[config.mk]
export PLATFORM = sky130hd
export DESIGN_NAME = phy_reset_sequencer
export DESIGN_NICKNAME = d
export VERILOG_FILES = /design/src/rtl/phy_reset_sequencer.sv
export SDC_FILE = /design/constraint.sdc
export NUM_CORES = 1
export LEC_CHECK = 0
export BUFFER_PORTS_ARGS = -buffer_cell sky130_fd_sc_hd__buf_2
export CAP_MARGIN = 20
export CORE_MARGIN = 1
export CORE_UTILIZATION = 54
export DETAILED_ROUTE_END_ITERATION = 10
export PLACE_DENSITY = 0.73
export SLEW_MARGIN = 15
export SYNTH_ARGS = -nofsm -noshare
export SYNTH_HDL_FRONTEND = slang
export SYNTH_HIERARCHICAL = 1
export SYNTH_SLANG_ARGS = --single-unit
[constraint.sdc]
create_clock -name clk -period 2.9 [get_ports clk]
set_input_delay 0.145 -clock clk [delete_from_list [all_inputs] [get_ports clk]]
set_output_delay 0.145 -clock clk [all_outputs]
set_load 0.01 [all_outputs]
[src/rtl/phy_reset_sequencer.sv]
// -----------------------------------------------------------------------------
// phy_reset_sequencer
//
// Purpose:
//   Brings one SATA PHY lane out of reset in a fixed order. The order is PLL
//   power-down, TX analog, TX digital, RX analog, then RX digital. It then
//   raises ready. The async PHY status inputs are synchronized first. The
//   sequence restarts on a lock timeout or a loss of lock.
//
// Optional build macro:
//   PHY_RESET_SEQ_STATUS_EN - when defined, adds the debug outputs state_code
//   and retry_cnt.
//
// Ports:
//   clk              in   single clock
//   reset_n          in   async active-low reset
//   pll_locked       in   async, TX PLL lock
//   cal_busy         in   async, PHY calibration in progress
//   cdr_locked       in   async, RX CDR locked to data
//   pll_powerdown    out  PLL power-down
//   tx_analogreset   out  TX PMA reset
//   tx_digitalreset  out  TX PCS reset
//   rx_analogreset   out  RX PMA reset
//   rx_digitalreset  out  RX PCS reset
//   ready            out  lane fully out of reset
//   state_code[2:0]  out  (STATUS_EN) current state, PLL_PD=0 .. READY=6
//   retry_cnt[7:0]   out  (STATUS_EN) saturating count of timeouts/lock losses
// -----------------------------------------------------------------------------

// Two-flop (plus optional extra stages) synchronizer, async active-high clear.
module ff_synchronizer #(
  parameter int EXTRA_STAGES = 0
) (
  input  logic clk,
  input  logic rst,
  input  logic d,
  output logic q
);
  localparam int STAGES = 2 + EXTRA_STAGES;

  logic [STAGES-1:0] chain;

  always_ff @(posedge clk or posedge rst) begin
    if (rst) chain <= '0;
    else     chain <= {chain[STAGES-2:0], d};
  end

  assign q = chain[STAGES-1];
endmodule

// State table
//   state      | meaning
//   PLL_PD     | PLL held powered down, everything in reset
//   WAIT_PLL   | PLL released, waiting for lock and calibration done
//   TX_SETTLE  | TX PMA released, letting it settle before PCS release
//   RX_PD      | TX fully released, RX PMA still held in reset
//   WAIT_CDR   | RX PMA released, waiting for CDR lock
//   CDR_SETTLE | CDR locked, qualifying that lock stays stable
//   READY      | all resets released, lane ready
module phy_reset_sequencer #(
  parameter int PLL_PD_CYCLES     = 1000,
  parameter int SETTLE_CYCLES     = 100,
  parameter int LOCK_TIMEOUT      = 65536,
  parameter int SYNC_EXTRA_STAGES = 0
) (
  input  logic       clk,
  input  logic       reset_n,
  input  logic       pll_locked,
  input  logic       cal_busy,
  input  logic       cdr_locked,
  output logic       pll_powerdown,
  output logic       tx_analogreset,
  output logic       tx_digitalreset,
  output logic       rx_analogreset,
  output logic       rx_digitalreset,
  output logic       ready
`ifdef PHY_RESET_SEQ_STATUS_EN
  ,
  output logic [2:0] state_code,
  output logic [7:0] retry_cnt
`endif
);

  typedef enum logic [2:0] {
    PLL_PD     = 3'd0,
    WAIT_PLL   = 3'd1,
    TX_SETTLE  = 3'd2,
    RX_PD      = 3'd3,
    WAIT_CDR   = 3'd4,
    CDR_SETTLE = 3'd5,
    READY      = 3'd6
  } state_t;

  // One counter serves every timed state, so size it for the longest interval.
  localparam int MAX_A = (PLL_PD_CYCLES > SETTLE_CYCLES) ? PLL_PD_CYCLES : SETTLE_CYCLES;
  localparam int MAX_N = (MAX_A > LOCK_TIMEOUT) ? MAX_A : LOCK_TIMEOUT;
  localparam int CW    = (MAX_N > 1) ? $clog2(MAX_N) : 1;

  localparam logic [CW-1:0] LD_PLL_PD = CW'(PLL_PD_CYCLES - 1);
  localparam logic [CW-1:0] LD_SETTLE = CW'(SETTLE_CYCLES - 1);
  localparam logic [CW-1:0] LD_LOCK   = CW'(LOCK_TIMEOUT - 1);

  // Bit order: pll_pd, tx_ana, tx_dig, rx_ana, rx_dig, ready
  localparam logic [5:0] OUTS_RESET = 6'b111110;

  logic          rst_sync;
  logic          pll_locked_s;
  logic          cal_busy_s;
  logic          cdr_locked_s;
  state_t        state;
  state_t        next_state;
  logic [CW-1:0] cnt;
  logic [CW-1:0] load_val;
  logic [5:0]    outs_q;
  logic [5:0]    outs_next;
  logic          cnt_zero;
  logic          pll_bad;

  assign rst_sync = ~reset_n;

  ff_synchronizer #(.EXTRA_STAGES(SYNC_EXTRA_STAGES)) u_sync_pll (
    .clk (clk), .rst (rst_sync), .d (pll_locked), .q (pll_locked_s)
  );
  ff_synchronizer #(.EXTRA_STAGES(SYNC_EXTRA_STAGES)) u_sync_cal (
    .clk (clk), .rst (rst_sync), .d (cal_busy), .q (cal_busy_s)
  );
  ff_synchronizer #(.EXTRA_STAGES(SYNC_EXTRA_STAGES)) u_sync_cdr (
    .clk (clk), .rst (rst_sync), .d (cdr_locked), .q (cdr_locked_s)
  );

  assign cnt_zero = (cnt == '0);
  assign pll_bad  = !pll_locked_s || cal_busy_s;

  always_comb begin
    next_state = state;
    case (state)
      PLL_PD:     if (cnt_zero) next_state = WAIT_PLL;
      WAIT_PLL: begin
        if (!pll_bad)      next_state = TX_SETTLE;
        else if (cnt_zero) next_state = PLL_PD;
      end
      TX_SETTLE:  if (cnt_zero) next_state = RX_PD;
      RX_PD:      if (cnt_zero) next_state = WAIT_CDR;
      WAIT_CDR: begin
        if (cdr_locked_s)  next_state = CDR_SETTLE;
        else if (cnt_zero) next_state = RX_PD;
      end
      CDR_SETTLE: begin
        if (!cdr_locked_s) next_state = WAIT_CDR;
        else if (cnt_zero) next_state = READY;
      end
      READY:      if (!cdr_locked_s) next_state = RX_PD;
      default:    next_state = PLL_PD;
    endcase
    // Once past WAIT_PLL, losing the PLL (or recalibration) trumps everything.
    if (state != PLL_PD && state != WAIT_PLL && pll_bad) next_state = PLL_PD;
  end

  always_comb begin
    load_val = LD_SETTLE;
    case (next_state)
      PLL_PD:             load_val = LD_PLL_PD;
      WAIT_PLL, WAIT_CDR: load_val = LD_LOCK;
      default:            load_val = LD_SETTLE;
    endcase
  end

  // Outputs decode the next state so they change on the same edge as state.
  always_comb begin
    outs_next = OUTS_RESET;
    case (next_state)
      PLL_PD:     outs_next = 6'b111110;
      WAIT_PLL:   outs_next = 6'b011110;
      TX_SETTLE:  outs_next = 6'b001110;
      RX_PD:      outs_next = 6'b000110;
      WAIT_CDR:   outs_next = 6'b000010;
      CDR_SETTLE: outs_next = 6'b000010;
      READY:      outs_next = 6'b000001;
      default:    outs_next = OUTS_RESET;
    endcase
  end

  always_ff @(posedge clk or negedge reset_n) begin
    if (!reset_n) begin
      state  <= PLL_PD;
      cnt    <= LD_PLL_PD;
      outs_q <= OUTS_RESET;
    end else begin
      state  <= next_state;
      outs_q <= outs_next;
      if (next_state != state) cnt <= load_val;
      else if (!cnt_zero)      cnt <= cnt - CW'(1);
    end
  end

  assign {pll_powerdown, tx_analogreset, tx_digitalreset,
          rx_analogreset, rx_digitalreset, ready} = outs_q;

`ifdef PHY_RESET_SEQ_STATUS_EN
  logic       retry_inc;
  logic [7:0] retry_q;

  // Timeout exits are the only WAIT_PLL->PLL_PD and WAIT_CDR->RX_PD paths.
  // An exit from READY that is caused only by recalibration is not a lock loss.
  always_comb begin
    retry_inc = 1'b0;
    if ((state == WAIT_PLL && next_state == PLL_PD) ||
        (state == WAIT_CDR && next_state == RX_PD)  ||
        (state == READY && next_state != READY && (!pll_locked_s || !cdr_locked_s)))
      retry_inc = 1'b1;
  end

  always_ff @(posedge clk or negedge reset_n) begin
    if (!reset_n)                          retry_q <= 8'd0;
    else if (retry_inc && retry_q != 8'hFF) retry_q <= retry_q + 8'd1;
  end

  assign state_code = state;
  assign retry_cnt  = retry_q;
`endif

endmodule

==> flow_summary.ini <==
[routing]
wl_um = 3540
antenna_left = 0
firstDrtPassIters = 4
num_vias = 1431
routedWlPerCell_um = 14.8
via_per_inst = 5.96
drt_iter0_markers = 84
drcViolationCount = 0

[placed_design]
routabilityCongestion = 0.857
pre_cts_ws_ns = 0.336
portBuffers = 10
post-dp-hpwl_um = 2450

[global_route]
grt.overflow.total = 0
antenna_found_initial = 0
grt_max_degree = 27
grt_pass1_wl_um = 6150
grt_pass1_vias = 1320
grtUsageTotal_pct = 24.4

[power_and_ir_drop]
leakage_uw = 0.000724
p_sw_uw = 357
netSwitchingFraction_pct = 31.4
total_power_uw = 1140
power_density_nw_per_um2 = 600
p_seq_share_pct = 57.3
intPower_uw = 779
p_comb_share_pct = 22.1
power_frac_clock_pct = 20.6
ir_worst_vdd_mv = 0.363

[yosys]
synth-compound-area-share_pct = 18.2
yosysSeqAreaShare_pct = 45.2
synth_common_cells = 18 x dfrtp_1, 14 x a21oi_1, 14 x nand2_1, 13 x dfstp_2, 11 x xnor2_1
muxShareOfSynthArea_pct = 0
syn-cell-area_um2 = 1750
synth_top_family_by_area = simple AND/OR/NAND/NOR gates
synthTopCellsByArea = dfrtp_1 26%, dfstp_2 20%, xnor2_1 5.5%, a21oi_1 4.0%, nand2_1 3.0%
ys_types = 50
yosys.area_share.adder_pct = 0.714
yosysMostFrequentCell = dfrtp_1
synth_edf_count = 0
synth_xor_area_share_pct = 7.00
synth-simple-area-share_pct = 23.2
ys_ff_latch = 31
synth_ff_type = dfrtp_1
synth_top_area_cell = dfrtp_1
netlist.area_leader.share_pct = 25.7
synthArstFlopShare_pct = 100
synthCells = 186
yosysWarnings = 6
syn-mean-instance-area_um2 = 9.42
syn_nets = 192

[cts]
postCtsSetupRepairBufs = 0
ctsResizeCount = 0
cts_tree = done
clkTransAtPathRegs_ns = 0.09
holdBufCountCts = 4
clock-sinks = 31
clk_path_buf_depth = 2
cts_root_buffer = clkbuf_4
clock_latency_ns = 0.33
h-tree-depth = 2
cts_made_buffers = 5

[cells_and_area]
fillCellCount = 252
final_core_util_pct = 62.0
n_antenna_cell = 0
syn_to_final_growth_pct = 8.07
drive_gt1_share_pct = 21.4
nets = 201

[floorplan]
die_area_um2 = 3480
io-pin-count = 11
rows = 20
die_x_um = 59.0
core-area_um2 = 3050
start_util_pct = 57.4
die_y_um = 59.0

[flow_run]
drv_cap = 0

[setup_path]
path_cells = inv_1, ha_1, or3b_2, nor4_4, nor4_1, nor3_2, a21oi_1
crit_family = simple AND/OR/NAND/NOR gates
slowest_delay_ns = 0.56
rr_worst_depth = 7
rrSetupSlack_ns = 0.34
crit_type = flop to flop
crit_fanout = 11
reg2reg_to = cnt[12]$_DFFE_PN0P_
cp_data_required_time_ns = 3.10
worst-path-buf-inv = 1
r2r_start = cnt[0]$_DFFE_PN1P_
arrival_ns = 2.76
crit_path_top_delay_cell = nor4_4
end_kind = flop
startpoint_type = flop

[timing]
worstMarginPinSlew_ns = 0.655
slew_headroom_pct = 56.3
post-route-period-util_pct = 88.2
fin_setup_tns_ns = 0
finClkSkew_ns = 0.00716
setup_viol = 0
fin_ws_ns = 0.343
rsz0062_at_grt = no
max_freq_ghz = 0.391
finalCriticalPeriod_ns = 2.56
final_hold_viol_count = 0
slew_viol_final = 0

[run_status]
status = finished clean

[hold_path]
hp-class = primary input to async pin
area by class of cell:
cell class	instances	area, µm²	share of cell area, %
Inverter	8	30.0	1.59
Sequential cell	31	792	41.8
Tap cell	44	55.1	2.91
Clock buffer	7	45.0	2.38
Multi-Input combinational cell	133	861	45.5
Timing Repair Buffer	16	105	5.55
Clock inverter	1	5.00	0.264
through the flow:
stage / hold slack (ns) / instance area (µm²) / instances
2_1_floorplan: -0.151 / 1750 / 186
3_3_place_gp: 0.155 / 1800 / 228
3_5_place_dp: 0.169 / 1800 / 228
4_1_cts: 0.335 / 1890 / 240
5_1_grt: 0.370 / 1890 / 240
6_report: 0.328 / 1890 / 240
worst reg2reg max path, stage by stage, from the launching register on:
cell and delay (ns):
dfstp_2 0.38, inv_1 0.08, ha_1 0.20, or3b_2 0.53, nor4_4 0.56, nor4_1 0.13, nor3_2 0.46, a21oi_1 0.09
state kept, by name, indices dropped and copies added (netlist names):
| name | count |
|---|---|
| u_sync_cdr/chain | 2 |
| u_sync_cal/chain | 2 |
| state | 3 |
| cnt | 16 |
| u_sync_pll/chain | 2 |
| outs_q | 6 |
layout by cell type, fill, tap and decap left out, types with 3 or more instances in the layout:
cell type,count
nor3_1,7
nor4_1,4
or4_1,3
dfstp_2,13
nand3_1,4
inv_1,7
o21ai_1,4
nand2_1,14
xnor2_1,11
o21ai_0,7
or3_1,5
nor2_1,9
clkbuf_4,5
dlygate4sd3_1,4
a21oi_1,14
a31oi_1,5
nand4_1,3
dfrtp_1,18
xor2_1,3
buf_2,10
nor2b_1,3
nand2b_1,5
power by group through the flow:
stage / Clock (µW) / Combinational [µW] / Sequential (µW)
floorplan: 0 / 207 / 634
CTS: 246 / 253 / 650
global route: 258 / 284 / 667
global placement: 0 / 237 / 651
detailed placement: 0 / 247 / 656
finish: 234 / 251 / 651
per-layer routing:
layer	wire length, µm	vias to the layer above	track usage (%)
met1	1610	685	33.8
met2	1640	44	35.1
met4	91	0	15.3
li1	-	691	-
met3	203	11	4.62
met5	0	-	0
worst max-delay path by stage:
stage                                to  cells past startpoint                from  slack, ns
floorplan            state[0]$_DFF_PN0_                      8  cnt[0]$_DFFE_PN1P_       0.60
global placement    cnt[10]$_DFFE_PN0P_                      7  cnt[0]$_DFFE_PN1P_       0.48
detailed placement  cnt[13]$_DFFE_PN0P_                      7  cnt[0]$_DFFE_PN1P_       0.34
CTS                 cnt[13]$_DFFE_PN0P_                      7  cnt[0]$_DFFE_PN1P_       0.31
global route         cnt[4]$_DFFE_PN0P_                      7  cnt[0]$_DFFE_PN1P_       0.14
finish              cnt[12]$_DFFE_PN0P_                      7  cnt[0]$_DFFE_PN1P_       0.34
cell families after synthesis:
logic type	after synthesis
adders and majority gates	1
and+or+nand+nor	68
buffers and inverters	22
xor gates and xnor gates	14
AOI/OAI and AO/OA	50
DFF	31
(Power assumes the default switching activity.)
